File: src/rtl/axis_stream_fifo.sv
// axis_stream_fifo
//   AXI-Stream FIFO between the DMA stream master and the accelerator stream
//   slave. First-word fall-through storage of {tlast, tdata}, with optional
//   store-and-forward gating of m_tvalid until a complete packet is held.
//
// Ports
//   clk, rst_n        : clock, async active-low reset
//   clr               : synchronous flush (priority over push/pop)
//   sf_mode           : 0 = cut-through, 1 = store-and-forward (change only when empty)
//   s_tvalid/s_tdata/s_tlast/s_tready : upstream stream slave
//   m_tvalid/m_tdata/m_tlast/m_tready : downstream stream master
//   level             : stored beats, 0..DEPTH
//   pkt_cnt           : stored beats carrying tlast
//
// DEPTH must be a power of two (>= 4) and AW must equal log2(DEPTH).
module axis_stream_fifo #(
  parameter int DW    = 32,
  parameter int DEPTH = 16,
  parameter int AW    = 4
) (
  input  logic          clk,
  input  logic          rst_n,
  input  logic          clr,
  input  logic          sf_mode,
  input  logic          s_tvalid,
  input  logic [DW-1:0] s_tdata,
  input  logic          s_tlast,
  output logic          s_tready,
  output logic          m_tvalid,
  output logic [DW-1:0] m_tdata,
  output logic          m_tlast,
  input  logic          m_tready,
  output logic [AW:0]   level,
  output logic [AW:0]   pkt_cnt
);

  localparam logic [AW:0] L_FULL = (AW+1)'(DEPTH);

  logic [DW:0]   r_mem [DEPTH];
  logic [AW-1:0] r_wp, r_rp;
  logic [AW:0]   r_cnt, r_pkt;
  logic          r_live;   // low in reset, high from the first clock after release

  logic          w_empty, w_full, w_push, w_pop;
  logic          w_push_last, w_pop_last;
  logic [DW:0]   w_head;

  assign w_empty = (r_cnt == '0);
  assign w_full  = (r_cnt == L_FULL);
  assign w_head  = r_mem[r_rp];

  // Ready comes from registered state only: a pop while full does not open
  // a slot for a push in the same cycle.
  assign s_tready = r_live & ~w_full & ~clr;

  // Store-and-forward waits for a stored tlast, unless the FIFO is full:
  // a packet longer than DEPTH would otherwise never release.
  assign m_tvalid = ~w_empty & (~sf_mode | (r_pkt != '0) | w_full);
  assign m_tdata  = w_empty ? '0 : w_head[DW-1:0];
  assign m_tlast  = ~w_empty & w_head[DW];

  assign w_push      = s_tvalid & s_tready;
  assign w_pop       = m_tvalid & m_tready;
  assign w_push_last = w_push & s_tlast;
  assign w_pop_last  = w_pop & m_tlast;

  assign level   = r_cnt;
  assign pkt_cnt = r_pkt;

  // Storage is not reset; cnt == 0 masks any stale head.
  always_ff @(posedge clk) begin
    if (w_push) r_mem[r_wp] <= {s_tlast, s_tdata};
  end

  always_ff @(posedge clk or negedge rst_n) begin
    if (!rst_n) begin
      r_wp   <= '0;
      r_rp   <= '0;
      r_cnt  <= '0;
      r_pkt  <= '0;
      r_live <= 1'b0;
    end else begin
      r_live <= 1'b1;
      if (clr) begin
        // Flush wins over any handshake in this cycle.
        r_wp  <= '0;
        r_rp  <= '0;
        r_cnt <= '0;
        r_pkt <= '0;
      end else begin
        if (w_push) r_wp <= r_wp + AW'(1);
        if (w_pop)  r_rp <= r_rp + AW'(1);
        r_cnt <= r_cnt + {{AW{1'b0}}, w_push} - {{AW{1'b0}}, w_pop};
        r_pkt <= r_pkt + {{AW{1'b0}}, w_push_last} - {{AW{1'b0}}, w_pop_last};
      end
    end
  end

endmodule

File: config.mk
export PLATFORM = sky130hd
export DESIGN_NAME = axis_stream_fifo
export DESIGN_NICKNAME = d
export VERILOG_FILES = /design/src/rtl/axis_stream_fifo.sv
export SDC_FILE = /design/constraint.sdc
export NUM_CORES = 1
export LEC_CHECK = 0
export BUFFER_PORTS_ARGS = -buffer_cell sky130_fd_sc_hd__buf_2
export CORE_AREA = 2 2 200 202
export CTS_CLUSTER_DIAMETER = 200
export CTS_CLUSTER_SIZE = 30
export DETAILED_ROUTE_END_ITERATION = 10
export DIE_AREA = 0 0 202 204
export GPL_ROUTABILITY_DRIVEN = 1
export HOLD_SLACK_MARGIN = 0.12
export PLACE_DENSITY = 0.8
export SETUP_SLACK_MARGIN = 0.1
export SYNTH_ARGS = -nofsm -noshare
export SYNTH_HDL_FRONTEND = slang
export SYNTH_SLANG_ARGS = --single-unit
File: constraint.sdc
create_clock -name clk -period 2.9 [get_ports clk]
set_input_delay 0.725 -clock clk [delete_from_list [all_inputs] [get_ports clk]]
set_output_delay 0.725 -clock clk [all_outputs]
set_load 0.05 [all_outputs]
**Yosys cells after proc, flatten, opt, wreduce, memory -nomap -nowiden**

Memories as Yosys holds them, arrays and structs flattened.
Index checks and enable logic that the tools add are counted.

- Output and inout bits: 45
- Memories kept: 1
- ROM bits: 0
- Flip-flop bits (word level): 19
- Input port bits: 39
- RAM bits: 528
- Word-level logic and storage cells: 40
- Bits in latches: 0

Memory list:

| name | words | bits a word | rd ports | clocked after memory_dff | write ports | line | source |
|---|---|---|---|---|---|---|---|
| r_mem | 16 | 33 | 1 | 0 | 1 | 39 | `logic [DW:0] r_mem [DEPTH];` |

- Eq/ne operators: 1
- Multipliers: 0
- Mux-type cells: 9
- Reductions and logical operators: 4
- Shift operators: 0
- $add $sub $neg: 6
- Divide/modulo/power cells: 0
- Order comparisons: 0
- Bitwise gates (word level): 14

Operators with widths:

| operator | count |
|---|---|
| $mux W32 | 1 |
| $mux W4 | 4 |
| $add A5 B1 Y5 | 2 |
| $mux W5 | 2 |
| $sub A5 B1 Y5 | 2 |
| $add A4 B1 Y4 const B | 2 |
| $and A1 B1 Y1 | 8 |
| $eq A5 B5 Y1 const B | 1 |
| $logic_not A5 Y1 | 1 |
| $reduce_bool A5 Y1 | 1 |
| $not A1 Y1 | 4 |
| $reduce_bool A2 Y1 | 2 |
| $mux W1 | 2 |
| $or A1 B1 Y1 | 2 |

**Longest topological paths before layout**

Gate-level depths: netlist of run 1.

- Depth in word-level cells: 9
- Depth in mapped cells: 15
- Mapped depth without buffers: 15

**Worst setup path before layout of run 1**

No wires, ideal clock.

- Kind: reg-to-reg
- Start point: reg r_cnt[2] (netlist: level[2])
- End point: reg r_cnt[4] (netlist: level[4])
- Required time: 2.822 ns
- Path buffers: 1
- Arrival time: 3.340 ns
- Library setup time: 0.078 ns
- Cell stages (with the launch flop): 15
- Period minus slack after synthesis: 3.418 ns
- Slack: -0.518 ns
- Cell sequence: dfrtp_1 inv_1 ha_1 nor3b_1 a211oi_1 buf_2 inv_1 ha_1 inv_1 ha_1 fa_1 a21oi_1 nor2_1 or3_1 a21oi_1

- Cells in the longest elaborated chain, start to end: 8
- Elaborated cells on any way between the ends: 13
- Classes of those cells: 2 x add/sub; 1 x eq/ne; 1 x mux; 8 x bitwise; 1 x reduce/logical

Ends and longest elaborated chain:

| what | line | source |
|---|---|---|
| from (decl) | 41 | `logic [AW:0] r_cnt, r_pkt;` |
| from (signal assigned) | 93 | `r_cnt <= r_cnt + {{AW{1'b0}}, w_push} - {{AW{1'b0}}, w_pop};` |
| $eq A5 B5 Y1 | 49 | `assign w_full = (r_cnt == L_FULL);` |
| $not A1 Y1 | 54 | `assign s_tready = r_live & ~w_full & ~clr;` |
| $and A1 B1 Y1 (2 in series) | 54 |  |
| $and A1 B1 Y1 | 62 | `assign w_push = s_tvalid & s_tready;` |
| $add A5 B1 Y5 | 93 |  |
| $sub A5 B1 Y5 (*) | 93 |  |
| $mux W5 (*) | 84 | `if (clr) begin` |

Every way passes the cells marked *; elsewhere a longest branch is shown, timed or not.
A chain may end at the register's enable or synchronous reset.

**Final worst setup path of run 1**

- Start point: reg r_rp[0]
- End point: out m_tdata[30]

- Cells in the longest elaborated chain, start to end: 2

Ends and longest elaborated chain:

| what | line | source |
|---|---|---|
| from (decl) | 40 | `logic [AW-1:0] r_wp, r_rp;` |
| from (signal assigned) | 92 | `if (w_pop) r_rp <= r_rp + AW'(1);` |
| $mem_v2 Z16 W33 | n/a |  |
| $mux W32 | 59 | `assign m_tdata = w_empty ? '0 : w_head[DW-1:0];` |
| to (decl) | 30 | `output logic [DW-1:0] m_tdata,` |

No other way between the ends.

==> flow_summary.toml, run 1 <==
[placement]
port-buffer-count = 83
dp_slack_ns = -0.104
place.detailed.hpwl_um = 24700
globalplace.congestion = 0.738
placed_cells = 1576

[cts]
maximum_number_of_buffers_from_clock_root_to_sink = 3
insertion_delay_ns = 0.57
cts_made_buffers = 22
tritoncts = "built"
cts_num_sinks = 547
cts_max_level = 1
buffer_type_at_the_clock_tree_root = "sky130_fd_sc_hd__clkbuf_16"
clk_pin_slew_worst_paths_ns = 0.11

[floorplan]
coreArea_um2 = 39200
floorplan_die_width_um = 202
die_h_um = 204
num_rows = 73
start_util_pct = 54.1
num_io_pins = 84
die_area_um2 = 41200

[routing]
drt_iter0_markers = 1177
detail-route-antenna-nets = 0
vias_post_dr = 10400
vias_per_cell = 6.29
drc = 0
wirelength_um = 47900
firstDrtPassIters = 7
detail_route.wl_per_cell_um = 29.1

[logic_synthesis]
yosys.cell_types.count = 40
synth-seq-area-share_pct = 77.0
post_synth_instance_area_um2 = 21200
most_instantiated_flip_flop_cell_in_the_synthesis_netlist = "sky130_fd_sc_hd__edfxtp_1"
yosysWarningCount = 0
async_reset_ff_share_pct = 3.47
avgSynthCellArea_um2 = 22.3
synth_edf_count = 528
synthesis.instances = 950
synth_fp_nets = 1008
yosys_register_bits = 547

[timing]
setup_viol = 34
unrepaired_setup_endpoints_after_global_routing = "yes"
hold_slack_ns = 0.521
finalHoldViolCount = 0
achievable-frequency_mhz = 310
post-route-min-period_ns = 3.23
fin_ws_ns = -0.328
fin_worst_skew_ns = 0.0263
slew_viol_final = 0
min_period_over_period_pct = 111

[finish]
area_used_by_multi_input_combinational_logic_um2 = 5000
fillers = 2410
area.sequential_um2 = 16300
finish.cell_count_without_fillers = 1647
flow.area_growth_from_synthesis_pct = 17.3
final_layout_size_suffix_gt1_share_pct = 42.7
number_of_nets_in_the_finished_design = 1162

[critical_path]
critPathKind = "register to output port"
required_ns = 2.17
setup.worst_path.start_class = "register"
crit_path_max_fanout = 5
worst_ep_arrival_time_ns = 2.50
critical_path.endpoint_type = "output port"

[flow_run]
drv.max_cap_violation_count = 0

[min_path]
worstHoldPathType = "input pin to register"

[global_route]
first_pass_grt_wire_length_um = 70300
grt_max_degree = 40
all_layer_global_routing_usage_pct = 23.5
grt-ovfl-total = 0
antenna_found_initial = 3
number_of_global_route_vias_before_repair = 10800

[power]
static_leakage_nw = 7.89
irDropWorstVdd_mv = 0.901
power-per-cell-area_nw_per_um2 = 797

[status]
run_status = "finished, violations left"
violated_checks = "negative setup slack"
[per-stage QoR]
step | setup TNS [ns] | total power, mW | instance area [µm²] | utilization [%]
after floorplan | -0.0116 | 13.2 | 21300 | -
after global placement | -0.0234 | 14.6 | 23100 | 59.0
after detailed placement | -0.322 | 14.7 | 23100 | 59.0
after CTS | -9.20 | 19.7 | 24700 | 63.1
after global routing | -11.41 | 20.5 | 24900 | 63.4
final | -8.38 | 19.8 | 24900 | 63.5
[logic make-up after synthesis]
group,after synthesis,share of synthesized area [%]
DFF,547,77.0
adders and majority gates,19,1.19
AOI/OAI and AO/OA,79,3.16
and+or+nand+nor,95,2.50
xor gates and xnor gates,5,0.207
muxes,140,14.4
buffers and inverters,64,1.46
other,1,0.0177
[placed cells by master (no fill, tap or decap), types with 5 or more instances in the layout]
cell type                   Yosys  final
sky130_fd_sc_hd__nand2_1       36      5
sky130_fd_sc_hd__inv_2          0      7
sky130_fd_sc_hd__clkbuf_1      18     16
sky130_fd_sc_hd__buf_2         19     49
sky130_fd_sc_hd__buf_4          2     35
sky130_fd_sc_hd__clkbuf_16      0     24
sky130_fd_sc_hd__a22oi_1       44      9
sky130_fd_sc_hd__mux4_2       132    132
sky130_fd_sc_hd__ha_1          17     12
sky130_fd_sc_hd__buf_8          0      9
sky130_fd_sc_hd__nor2_1         9      6
sky130_fd_sc_hd__dfrtp_2        0      5
sky130_fd_sc_hd__mux2i_1        5      5
sky130_fd_sc_hd__nor2b_1        8      7
sky130_fd_sc_hd__dfrtp_1       19     12
sky130_fd_sc_hd__a22oi_2       20     55
sky130_fd_sc_hd__buf_16         0      9
sky130_fd_sc_hd__buf_6          5     33
sky130_fd_sc_hd__nand2b_1       5      5
sky130_fd_sc_hd__inv_1         16      9
sky130_fd_sc_hd__and2_2         0     12
sky130_fd_sc_hd__nand2_2        0     31
sky130_fd_sc_hd__buf_12         0     40
sky130_fd_sc_hd__edfxtp_1     528    528
[flip-flops by register name, summed over array words and instances, names as in the netlist]
name     flops
level        5
r_rp         4
r_mem      528
r_live       1
pkt_cnt      5
r_wp         4
[routing by layer]
| metal | GRT usage, % | wire length (µm) |
|---|---|---|
| met2 | 40.7 | 24600 |
| met3 | 3.87 | 4230 |
| met1 | 31.5 | 17900 |
| met4 | 6.25 | 1180 |
| met5 | 0 | 8 |
[synthesized netlist by cell type (all sizes together), types with 5 or more instances]
| cell type | instances | area share [%] |
|---|---|---|
| nor2b | 8 | 0.24 |
| ha | 17 | 1.0 |
| nor3b | 6 | 0.24 |
| and2 | 12 | 0.35 |
| nand2 | 36 | 0.64 |
| a22oi | 64 | 2.7 |
| a21oi | 7 | 0.17 |
| edfxtp | 528 | 75 |
| mux2i | 5 | 0.24 |
| mux4 | 132 | 14 |
| nand2b | 5 | 0.15 |
| inv | 16 | 0.28 |
| clkbuf | 18 | 0.32 |
| dfrtp | 19 | 2.2 |
| nor2 | 9 | 0.16 |
| buf | 30 | 0.86 |
[report_power, final]
| group | internal (mW) | switching (mW) |
|---|---|---|
| Combinational | 3.30 | 3.84 |
| Clock | 1.53 | 2.25 |
| Sequential | 8.77 | 0.110 |
[worst max-delay path, stage by stage (launching register included)]
cell and delay [ns]:
sky130_fd_sc_hd__dfrtp_4 0.46, sky130_fd_sc_hd__buf_6 0.19, sky130_fd_sc_hd__buf_4 0.14, sky130_fd_sc_hd__mux4_2 0.54, sky130_fd_sc_hd__a22oi_1 0.27, sky130_fd_sc_hd__nand2_2 0.16
sky130_fd_sc_hd__buf_8 0.18
[final timing paths]
check | startpoint | endpoint | slack [ns] | cells past startpoint
min in group asynchronous | rst_n | r_live$_DFF_PN0_ | 0.63 | 2
max | r_rp[0]$_DFFE_PN0P_ | m_tdata[30] | -0.33 | 6
min reg2reg | r_wp[0]$_DFFE_PN0P_ | r_wp[0]$_DFFE_PN0P_ | 0.58 | 1
max in group asynchronous | rst_n | r_rp[1]$_DFFE_PN0P_ | 1.89 | 2
max reg2reg | r_rp[0]$_DFFE_PN0P_ | pkt_cnt[4]$_DFF_PN0_ | -0.03 | 15
min | s_tdata[26] | r_mem[8][26]$_DFFE_PP_ | 0.52 | 1
[timing repair]
| action | 4_1_cts | 5_1_grt |
|---|---|---|
| endpoints found under the setup margin | 36 | 38 |
| resized for setup | 133 | 27 |
| buffers inserted | 17 | 4 |
| pin swaps | 19 | 18 |
| gates cloned | 8 | 1 |
| hold buffers | 1 | 0 |
| endpoints found under the hold margin | 19 | 0 |
[area by class of cell]
class	instances	area share (%)
Multi-Input combinational cell	339	20.1
Clock inverter	1	0.121
Clock buffer	39	2.56
Antenna cell	2	0.0201
Tap cell	525	2.64
Timing Repair Buffer	178	8.57
Sequential cell	547	65.7
Inverter	16	0.242
No activity file was read; power rests on OpenSTA's default activity.
==> run 2: changes to the inputs <==
--- a/config.mk
+++ b/config.mk
@@ -5,6 +5,7 @@
 export SDC_FILE = /design/constraint.sdc
 export NUM_CORES = 1
 export LEC_CHECK = 0
+export ABC_CLOCK_PERIOD_IN_PS = 2900
 export BUFFER_PORTS_ARGS = -buffer_cell sky130_fd_sc_hd__buf_2
 export CORE_AREA = 2 2 200 202
 export CTS_CLUSTER_DIAMETER = 200
@@ -14,6 +15,7 @@
 export GPL_ROUTABILITY_DRIVEN = 1
 export HOLD_SLACK_MARGIN = 0.12
 export PLACE_DENSITY = 0.8
+export REMOVE_ABC_BUFFERS = 1
 export SETUP_SLACK_MARGIN = 0.1
 export SYNTH_ARGS = -nofsm -noshare
 export SYNTH_HDL_FRONTEND = slang
==> run 2 against run 1 <==
Effect of this change: the run still ends with negative setup slack left; sequential cell count unchanged; via count up 0.21%; combinational power down 3.5%; first-iteration DRC count down 7.1%; clock power down 2%; setup slack worse by 0.012 ns; clock-buffer cell count down 9; largest cell class unchanged; largest power group unchanged.
==> flow_summary.toml, run 2 (same netlist as run 1, synthesis figures left out) <==
[finish]
final_layout_size_suffix_gt1_share_pct = 39.9
fin_area_um2 = 24600
flow.area_growth_from_synthesis_pct = 16.3
fillers = 2492
number_of_nets_in_the_finished_design = 1169
largest-register = "r_mem"
layout.cells.most_common = "sky130_fd_sc_hd__edfxtp_1"
largest_register_ffs = 528
postLayoutCoreUtil_pct = 62.9
commonest_cells_after_routing_fill_and_taps_aside = "528 x sky130_fd_sc_hd__edfxtp_1, 132 x sky130_fd_sc_hd__mux4_2, 49 x sky130_fd_sc_hd__buf_2"

[timing]
fin_ws_ns = -0.341
achievable-frequency_mhz = 309
min_period_over_period_pct = 112
slew_viol_final = 0
setup_viol = 34
fin_worst_skew_ns = 0.0334
unrepaired_setup_endpoints_after_global_routing = "yes"
finalHoldViolCount = 0
setup_total_negative_slack_ns = -9.36
post-route-min-period_ns = 3.24

[global_route]
number_of_global_route_vias_before_repair = 10800
grt-ovfl-total = 0
grt_max_degree = 54
first_pass_grt_wire_length_um = 69100
antenna_found_initial = 4
all_layer_global_routing_usage_pct = 23.1

[floorplan]
floorplan_die_width_um = 202
die_area_um2 = 41200
num_rows = 73
die_h_um = 204
num_io_pins = 84
coreArea_um2 = 39200
start_util_pct = 54.1

[routing]
vias_per_cell = 6.31
detail_route.wl_per_cell_um = 28.7
vias_post_dr = 10400
drc = 0
detail-route-antenna-nets = 0
wirelength_um = 47100
firstDrtPassIters = 5
drt_iter0_markers = 1093

[cts]
insertion_delay_ns = 0.57
tritoncts = "built"
clk_pin_slew_worst_paths_ns = 0.12
buffer_type_at_the_clock_tree_root = "sky130_fd_sc_hd__clkbuf_16"
cts_made_buffers = 22
maximum_number_of_buffers_from_clock_root_to_sink = 3
cts_max_level = 1
cts_num_sinks = 547

[critical_path]
required_ns = 2.17
worst_ep_arrival_time_ns = 2.52
critical_path.endpoint_type = "output port"
crit_path_max_fanout = 12
critPathKind = "register to output port"
reg2regPathDepth = 15
setup.worst_path.start_class = "register"

[status]
violated_checks = "negative setup slack"
run_status = "finished, violations left"

[power]
irDropWorstVdd_mv = 0.566
static_leakage_nw = 7.89
power-per-cell-area_nw_per_um2 = 790

[placement]
globalplace.congestion = 0.783
placed_area_um2 = 23000
place.detailed.hpwl_um = 25200
port-buffer-count = 83

[min_path]
worstHoldPathType = "input pin to register"
worst_hold_path.num_cells = 1

[flow_run]
drv.max_cap_violation_count = 0
==> run 2: cell types whose count changed in the layout (fill, tap and decap cells not counted), sizes merged <==
cell	before	now
buf	175	184
bufbuf	1	0
clkbuf	40	30
==> run 2: layout make-up <==
type / instances / area [µm²] / area share (%)
multi-input combinational: 339 / 4870 / 19.8
clock inverter: 1 / 30.0 / 0.122
inverter: 16 / 60.1 / 0.244
clock buffer: 30 / 602 / 2.44
timing repair buffer: 185 / 2080 / 8.45
antenna: 2 / 5.00 / 0.0203
tap: 525 / 657 / 2.67
sequential: 547 / 16300 / 66.3
==> run 2: metrics by stage <==
step	instances	hold WS (ns)	setup WS (ns)	power, mW
floorplan	902	0.429	-4.17	12.8
global placement	1583	0.573	-0.218	14.7
detailed placement	1583	0.565	-0.242	14.8
CTS	1635	0.502	-0.357	19.3
global route	1644	0.503	-0.413	20.1
finish	1645	0.517	-0.341	19.5
==> run 2: path summary, 6_finish.rpt <==
check | endpoint | slack (ns) | from
max | m_tdata[13] | -0.34 | r_rp[0]$_DFFE_PN0P_
max in group asynchronous | r_rp[1]$_DFFE_PN0P_ | 1.90 | rst_n
min | r_mem[11][1]$_DFFE_PP_ | 0.52 | s_tdata[1]
min reg2reg | r_wp[0]$_DFFE_PN0P_ | 0.59 | r_wp[0]$_DFFE_PN0P_
max reg2reg | pkt_cnt[4]$_DFF_PN0_ | -0.10 | r_rp[0]$_DFFE_PN0P_
min in group asynchronous | level[2]$_DFF_PN0_ | 0.63 | rst_n
==> run 2: critical path, stage by stage, from the launching register on <==
cell and delay (ns):
sky130_fd_sc_hd__dfrtp_4 0.44, sky130_fd_sc_hd__buf_12 0.17, sky130_fd_sc_hd__buf_6 0.14, sky130_fd_sc_hd__buf_16 0.15
sky130_fd_sc_hd__mux4_2 0.55, sky130_fd_sc_hd__a22oi_2 0.21, sky130_fd_sc_hd__nand2_1 0.11, sky130_fd_sc_hd__buf_6 0.16
==> run 2: timing repair <==
action | 4_1_cts | 5_1_grt
pin swaps | 15 | 16
endpoints found under the hold margin | 19 | 0
setup buffers | 16 | 8
cloned | 5 | 0
hold buffers | 1 | 0
resized for setup | 124 | 40
endpoints found under the setup margin | 38 | 39
==> run 2: power by group <==
group	total (mW)	switching [mW]	internal, mW	leakage (nW)
clock	3.72	2.23	1.49	0.303
combinational	6.89	3.78	3.12	2.59
sequential	8.85	0.0916	8.76	5.00
==> run 2: routing by layer <==
metal  GRT usage [%]  vias to the layer above  wire, µm
met1            30.6                     5556     17900
met2            40.2                      471     24700
met5               0                        -        24
met4            6.78                        4      1270
met3            3.36                       81      3250
li1                -                     4264         -
==> run 3: changes to the inputs <==
--- a/config.mk
+++ b/config.mk
@@ -5,7 +5,7 @@
 export SDC_FILE = /design/constraint.sdc
 export NUM_CORES = 1
 export LEC_CHECK = 0
-export ABC_CLOCK_PERIOD_IN_PS = 2900
+export ABC_CLOCK_PERIOD_IN_PS = 3200
 export BUFFER_PORTS_ARGS = -buffer_cell sky130_fd_sc_hd__buf_2
 export CORE_AREA = 2 2 200 202
 export CTS_CLUSTER_DIAMETER = 200
@@ -14,7 +14,7 @@
 export DIE_AREA = 0 0 202 204
 export GPL_ROUTABILITY_DRIVEN = 1
 export HOLD_SLACK_MARGIN = 0.12
-export PLACE_DENSITY = 0.8
+export PLACE_DENSITY = 0.77
 export REMOVE_ABC_BUFFERS = 1
 export SETUP_SLACK_MARGIN = 0.1
 export SYNTH_ARGS = -nofsm -noshare
==> constraint.sdc (replaced) <==
create_clock -name clk -period 3.2 [get_ports clk]
set_input_delay 0.8 -clock clk [delete_from_list [all_inputs] [get_ports clk]]
set_output_delay 0.8 -clock clk [all_outputs]
set_load 0.05 [all_outputs]
==> run 3 against run 2 <==
Effect of this change: the run still ends with negative setup slack left; global-route usage rose by 0.51 points; cell area is 1.0% higher; critical path depth is 1 lower; first-iteration DRC count shrank 16%; power shrank 7.9%; setup slack improved by 0.22 ns; utilization rose by 0.65 points; via count is essentially flat; clock skew up 0.0012 ns; combinational power fell by 5.8%; sequential power is 9.0% lower; non-clock buffer count grew 13; largest power group unchanged.
==> flow_summary.toml, run 3 (same netlist as run 1, synthesis figures left out) <==
[global_route]
grt-ovfl-total = 0
number_of_global_route_vias_before_repair = 10700
antenna_found_initial = 3
all_layer_global_routing_usage_pct = 23.6
first_pass_grt_wire_length_um = 70100
grt_max_degree = 50

[cts]
cts_max_level = 1
clk_pin_slew_worst_paths_ns = 0.12
cts-hold-fix-buffers = 0
tritoncts = "built"
buffer_type_at_the_clock_tree_root = "sky130_fd_sc_hd__clkbuf_16"
insertion_delay_ns = 0.57
cts_made_buffers = 22
cts_num_sinks = 547
maximum_number_of_buffers_from_clock_root_to_sink = 3

[critical_path]
reg2regPathDepth = 14
reg2reg_setup_slack_ns = 0.11
required_ns = 2.40
worst_ep_arrival_time_ns = 2.52
setup.worst_path.start_class = "register"
critical_path.endpoint_type = "output port"
critPathKind = "register to output port"
crit_path_max_fanout = 11
critical_path.reg2reg.endpoint = "pkt_cnt[4]$_DFF_PN0_"
crit_path_end = "m_tdata[12]"
worstSetupStartpoint = "r_rp[0]$_DFFE_PN0P_"
timing.rr.start = "r_rp[1]$_DFFE_PN0P_"

[routing]
vias_per_cell = 6.26
detail-route-antenna-nets = 0
vias_post_dr = 10400
firstDrtPassIters = 6
wirelength_um = 48200
detail_route.wl_per_cell_um = 29.1
drt_iter0_markers = 920
drc = 0

[timing]
setup_total_negative_slack_ns = -1.64
slew_viol_final = 0
achievable-frequency_mhz = 301
post-route-min-period_ns = 3.32
finalHoldViolCount = 0
min_period_over_period_pct = 104
fin_ws_ns = -0.118
unrepaired_setup_endpoints_after_global_routing = "yes"
setup_viol = 32
fin_worst_skew_ns = 0.0346

[power]
power-per-cell-area_nw_per_um2 = 720
static_leakage_nw = 8.00
irDropWorstVdd_mv = 0.632
finalPower_mw = 17.9

[finish]
flow.area_growth_from_synthesis_pct = 17.5
number_of_nets_in_the_finished_design = 1182
fillers = 2488
layout.cells.most_common = "sky130_fd_sc_hd__edfxtp_1"
largest-register = "r_mem"
commonest_cells_after_routing_fill_and_taps_aside = "528 x sky130_fd_sc_hd__edfxtp_1, 132 x sky130_fd_sc_hd__mux4_2, 57 x sky130_fd_sc_hd__a22oi_2"
final_layout_size_suffix_gt1_share_pct = 41.8
largest_register_ffs = 528

[placement]
globalplace.congestion = 0.728
port-buffer-count = 83
place.detailed.hpwl_um = 23500

[floorplan]
num_rows = 73
num_io_pins = 84
coreArea_um2 = 39200
die_h_um = 204
die_area_um2 = 41200
start_util_pct = 54.1
floorplan_die_width_um = 202

[status]
run_status = "finished, violations left"
violated_checks = "negative setup slack"

[min_path]
worstHoldPathType = "input pin to asynchronous set/reset pin"

[flow_run]
drv.max_cap_violation_count = 0
run 3: cell count changes in the layout (fill, tap and decap cells not counted), moves of 9 or more:
cell | previous run | this run
sky130_fd_sc_hd__buf_12 | 36 | 26
sky130_fd_sc_hd__buf_16 | 8 | 18
sky130_fd_sc_hd__a22oi_1 | 16 | 7
sky130_fd_sc_hd__a22oi_2 | 48 | 57
sky130_fd_sc_hd__buf_4 | 41 | 54
run 3: routing by layer:
metal	track usage [%]	wire [µm]	part of all wire [%]
met2	40.6	24900	52
met4	6.93	1260	2.6
met1	32.0	18400	38
met5	0	21	0.044
met3	3.03	3630	7.5
run 3: repair_timing:
| item | CTS | global route |
|---|---|---|
| endpoints found under the setup margin | 34 | 37 |
| pin swaps | 23 | 52 |
| gates cloned | 15 | 3 |
| setup buffers | 31 | 14 |
| resized for setup | 147 | 38 |
run 3: power breakdown:
group          switching (mW)  internal [mW]  leakage [nW]
Clock                    2.04           1.35         0.303
Combinational            3.47           3.02          2.70
Sequential              0.112           7.94          5.00
run 3: worst min path at each step:
stage	endpoint	slack [ns]	cells after the start
detailed placement	r_wp[0]$_DFFE_PN0P_	0.59	1
global route	r_wp[2]$_DFFE_PN0P_	0.19	1
CTS	r_wp[2]$_DFFE_PN0P_	0.17	1
finish	r_wp[2]$_DFFE_PN0P_	0.16	1
floorplan	level[0]$_DFF_PN0_	0.50	0
global placement	r_wp[3]$_DFFE_PN0P_	0.58	1
run 3: critical path: stages (launching register included):
cell and delay [ns]:
sky130_fd_sc_hd__dfrtp_4 0.52, sky130_fd_sc_hd__buf_12 0.18, sky130_fd_sc_hd__buf_4 0.17, sky130_fd_sc_hd__mux4_2 0.55, sky130_fd_sc_hd__a22oi_2 0.23, sky130_fd_sc_hd__nand2_2 0.12
sky130_fd_sc_hd__buf_8 0.17
run 3: layout make-up:
class,instances,area (µm²),area share (%)
Inverter,16,60.1,0.241
Clock inverter,1,30.0,0.121
Clock buffer,30,602,2.42
Sequential cell,547,16300,65.6
Antenna cell,1,2.50,0.0101
Tap cell,525,657,2.64
Multi-Input combinational cell,339,4930,19.8
Timing Repair Buffer,198,2280,9.16
run 3: through the flow:
step	utilization, %	instances	setup slack [ns]	hold slack [ns]	instance area (µm²)
floorplan	-	902	-3.87	0.504	20900
global placement	58.2	1563	-0.0469	0.581	22800
detailed placement	58.2	1563	-0.0629	0.589	22800
CTS	62.8	1640	-0.134	0.174	24600
global route	63.5	1656	-0.182	0.190	24900
finish	63.5	1657	-0.118	0.163	24900
